### config.mk
export PLATFORM = sky130hd
export DESIGN_NAME = mac_accum
export DESIGN_NICKNAME = d
export VERILOG_FILES = /design/src/rtl/mac_accum.sv
export SDC_FILE = /design/constraint.sdc
export NUM_CORES = 1
export LEC_CHECK = 0
export ABC_AREA = 1
export CORE_MARGIN = 4
export CORE_UTILIZATION = 30
export DETAILED_ROUTE_END_ITERATION = 10
export GPL_TIMING_DRIVEN = 0
export HOLD_SLACK_MARGIN = 0.06
export SETUP_SLACK_MARGIN = 0.5
export SYNTH_ARGS = -nofsm -noshare
export SYNTH_HDL_FRONTEND = slang
export SYNTH_SLANG_ARGS = --single-unit
### constraint.sdc
create_clock -name clk -period 1.9 [get_ports clk]
set_input_delay 0.475 -clock clk [delete_from_list [all_inputs] [get_ports clk]]
set_output_delay 0.475 -clock clk [all_outputs]
set_load 0.005 [all_outputs]
### src/rtl/mac_accum.sv
// Packet multiply-accumulate collector: sums unsigned 16-bit products per packet with
// saturation, then holds the result until downstream takes it.
//
// state | meaning
// IDLE  | waiting for the first beat of a packet
// ACC   | packet open, accumulating beats
// DONE  | result presented on out_*, upstream stalled
module mac_accum #(
    parameter int ACC_W   = 24,
    parameter int MAX_LEN = 16
) (
    input  logic             clk,
    input  logic             reset,
    input  logic [15:0]      in_data,
    input  logic             in_valid,
    input  logic             in_last,
    output logic             in_ready,
    output logic [ACC_W-1:0] out_sum,
    output logic [7:0]       out_count,
    output logic             out_ovf,
    output logic             out_valid,
    input  logic             out_ready
);

    typedef enum logic [1:0] {
        IDLE = 2'd0,
        ACC  = 2'd1,
        DONE = 2'd2
    } state_t;

    localparam logic [7:0] LEN_MAX = 8'(MAX_LEN);

    state_t           state;
    state_t           state_nxt;
    logic [ACC_W-1:0] acc;
    logic [ACC_W-1:0] acc_nxt;
    logic [7:0]       cnt;
    logic [7:0]       cnt_nxt;
    logic [7:0]       cnt_inc;
    logic             ovf;
    logic             ovf_nxt;
    logic [ACC_W:0]   sum_ext;

    // One spare bit catches the carry that signals saturation.
    assign sum_ext = {1'b0, acc} + (ACC_W+1)'(in_data);
    assign cnt_inc = cnt + 8'd1;

    always_ff @(posedge clk) begin
        if (reset) begin
            state <= IDLE;
            acc   <= '0;
            cnt   <= '0;
            ovf   <= 1'b0;
        end else begin
            state <= state_nxt;
            acc   <= acc_nxt;
            cnt   <= cnt_nxt;
            ovf   <= ovf_nxt;
        end
    end

    always_comb begin
        state_nxt = state;
        acc_nxt   = acc;
        cnt_nxt   = cnt;
        ovf_nxt   = ovf;
        case (state)
            IDLE: begin
                if (in_valid) begin
                    acc_nxt   = ACC_W'(in_data);
                    cnt_nxt   = 8'd1;
                    ovf_nxt   = 1'b0;
                    state_nxt = (in_last || LEN_MAX == 8'd1) ? DONE : ACC;
                end
            end
            ACC: begin
                if (in_valid) begin
                    if (sum_ext[ACC_W]) begin
                        acc_nxt = '1;
                        ovf_nxt = 1'b1;
                    end else begin
                        acc_nxt = sum_ext[ACC_W-1:0];
                    end
                    cnt_nxt   = cnt_inc;
                    state_nxt = (in_last || cnt_inc == LEN_MAX) ? DONE : ACC;
                end
            end
            DONE: begin
                if (out_ready) begin
                    state_nxt = IDLE;
                end
            end
            default: state_nxt = IDLE;
        endcase
    end

    // Handshake outputs decode registered state only; result fields read zero when idle.
    assign in_ready  = (state != DONE);
    assign out_valid = (state == DONE);
    assign out_sum   = out_valid ? acc : '0;
    assign out_count = out_valid ? cnt : 8'd0;
    assign out_ovf   = out_valid & ovf;

endmodule

==> summary.md <==
| Metric | Value |
|---|---|
| Post-synth top area share | 21.3% |
| Number of synthesized flops with an enable pin | 0 |
| Port bufs | 55 |
| Tmin final | 2.03 ns |
| Post-Route WL | 12000 µm |
| Syn_nets | 606 |
| Die width | 113 µm |
| Initial DRC Count | 165 |
| Most numerous cell in the Yosys netlist | nand2_1 |
| GP Congestion | 0.919 |
| Slew Viols, Final | 0 |
| CTS sink count | 35 |
| Hold path start | cnt[0] |
| Setup TNS | -2.30 ns |
| Slew @ Worst Pin | 0.628 ns |
| Fin. Hold Viols | 0 |
| TritonRoute pass-1 iters | 4 |
| Hold-fix buffers, CTS | 0 |
| Antenna diodes | 0 |
| Placed Instances | 758 |
| Reg clk slew, reported paths | 0.10 ns |
| Finished Core Util | 50.2% |
| WL per Instance | 14.7 µm |
| Vias | 3888 |
| PnR worst setup slack | -0.134 ns |
| Boundary Pins | 56 |
| Synth Instances | 567 |
| Row cnt | 37 |
| CP Data Arrival Time | 2.22 ns |
| Detail Route Antenna Nets | 0 |
| Root buffer cell | clkbuf_8 |
| Fmax | 492 MHz |
| Leading area contributor after synthesis | dfxtp_1 |
| Hold Path Class | reg -> reg |
| Post-synth top cells | nand2_1, nor2_1, inv_1 |
| Cell Area, Synth | 3290 µm² |
| P_leak | 2.32 nW |
| Asr flop ratio synth | 0% |
| Max Fanout on Critical Path | 4 |
| Layout cell share with drive strength beyond 1 | 40.2% |
| Clock Latency Late Sink | 0.31 ns |
| Failing checks | setup timing |
| Final Setup Violations | 48 |
| CTS Buffer Depth | 2 |
| Num CTS Buffers | 5 |
| Startpoint Class | input port |
| Crit Path Class | in -> reg |
| Fin Clk Skew | 0.0100 ns |
| MaxCap Viol Count | 0 |
| Hold depth | 1 |
| Overflow after GRT | 0 |
| Area contributors post-synth | dfxtp_1, nand2_1, nor2_1 |
| Number of global-route vias before repair | 3904 |
| Status | complete, but fails checks |
| RSZ-0062 raised after global routing | true |
| Htree depth | 2 |
| Avg Synthesized Cell Area | 5.80 µm² |
| Max VDD drop | 0.323 mV |
| Path depth of the worst reg2reg path | 12 |
| CP max stage delay | 0.27 ns |
| FF-to-FF Start | acc[6] |
| Flops & latches, synth | 35 |
| Sequential area share after synthesis | 21.3% |
| Worst Setup End Kind | flip-flop |
| Reg-to-reg slack, setup | -0.10 ns |
| Power after layout | 2.52 mW |
| Final HPWL DP | 7980 µm |
| Largest net degree at the start of global routing | 14 |
| Critical Path RT | 2.09 ns |
| YS warnings | 0 |
| Synth Flop Type | dfxtp_1 |
| Die ar. | 12700 µm² |
| FF-to-FF End | acc[10] |
| Fin crit share | 107% |
| Yosys cell types | 37 |
| Fin nets | 714 |
| Die height | 113 µm |
| Power Dens Cells | 477 nW/µm² |
| Fin cells | 812 |
| Global-route wire length before repair | 18600 µm |
| CP Cell Sequence | dlygate4sd2_1, ha_4, nand2_4, inv_1, a21oi_2, nand2_2, nand2_2, nand2_4, a21oi_4, clkbuf_16, nand2_4, nand2_2, a21oi_2 |
| Initial core utilization | 31.3% |
| GRT Util Overall | 18.0% |
| CP max stage cell | dlygate4sd2_1 |
| WHS | 0.489 ns |
| Fill count | 1038 |
| Initial antenna violation count | 0 |
| Hold EP | cnt[0] |
| Core area | 10500 µm² |
| Area grow syn2layout | 60.6% |
| Drt drc | 0 |
| TritonCTS clock tree | yes |
| DR vias/cell | 4.79 |
| Rel. slew slack | 58.1% |
[area by class of cell]
cell class	count	area, µm²	share of cell area (%)
multi-input combinational	429	2890	54.7
timing repair buffer	101	875	16.6
sequential	35	721	13.6
inverter	89	348	6.59
tap	136	170	3.22
buffer	14	164	3.10
clock buffer	5	68.8	1.30
clock inverter	3	47.5	0.900
[placed cells by master, fill, tap and decap left out, types with 7 or more instances in the layout]
cell type        n
a21oi_1         24
a21oi_2         21
buf_2           33
buf_4           26
buf_6           16
clkbuf_8         7
dfxtp_1         25
dfxtp_2          7
dlygate4sd2_1   10
ha_4            16
inv_1           76
inv_2            8
nand2_1        134
nand2_2         28
nand2_4         11
nand3_1         23
nor2_1          57
nor2_2           9
nor2_4          33
o21ai_1          7
o21ai_2          9
xor2_1           8
[per-layer routing]
layer	vias to the layer above	wire length, µm	global-route usage, %
met1	1783	5340	23.2
met3	19	607	3.18
met2	105	5810	30.5
li1	1981	-	-
met4	0	204	5.45
met5	-	0	0
[where the power goes]
group	switching (mW)	internal (mW)	leakage (nW)	total, mW
clock network	0.377	0.400	0.0587	0.776
registers	0.0357	0.763	0.290	0.798
logic	0.521	0.424	1.97	0.945
total	0.933	1.59	2.32	2.52
[kinds of logic after synthesis]
logic type	share of synthesized area (%)
AND/OR/NAND/NOR	43.2
buffers and inverters	12.3
AO/OA/AOI/OAI	13.2
flip-flops	21.3
adder cells (fa/ha/maj)	7.08
XOR/XNOR	2.93
[metrics by stage]
step / instance area, µm² / setup slack [ns]
3_5_place_dp: 4170 / -0.803
6_report: 5280 / -0.134
4_1_cts: 4810 / -0.0586
2_1_floorplan: 3450 / 0.0371
3_3_place_gp: 4170 / -0.802
5_1_grt: 5280 / -0.206
[worst max-delay path: cells and delay by family]
family	cells	cell delay [ns]
simple gates	6	0.46
fa+ha+maj	1	0.25
buf+inv	3	0.55
compound gates	3	0.47
[registers in the layout, indices dropped and copies added, names as in the netlist]
name / cells
state: 2
ovf: 1
acc: 24
cnt: 8
[repair_timing]
| item | CTS | global route |
|---|---|---|
| setup buffers | 26 | 15 |
| endpoints found under the setup margin | 70 | 70 |
| gates resized for setup | 273 | 104 |
| pin swaps | 27 | 19 |
| cloned | 4 | 1 |
[worst max-delay path by stage]
| stage | startpoint | endpoint | slack, ns | cells past startpoint |
|---|---|---|---|---|
| after global routing | in_data[6] | acc[10] | -0.21 | 13 |
| after CTS | state[0] | out_sum[17] | -0.06 | 7 |
| after global placement | in_data[0] | acc[13] | -0.80 | 13 |
| after detailed placement | in_data[0] | acc[12] | -0.80 | 13 |
| final | in_data[6] | acc[10] | -0.13 | 13 |
| after floorplan | in_data[0] | acc[10] | 0.04 | 12 |
Note: power is estimated with default switching activity, not from simulation.
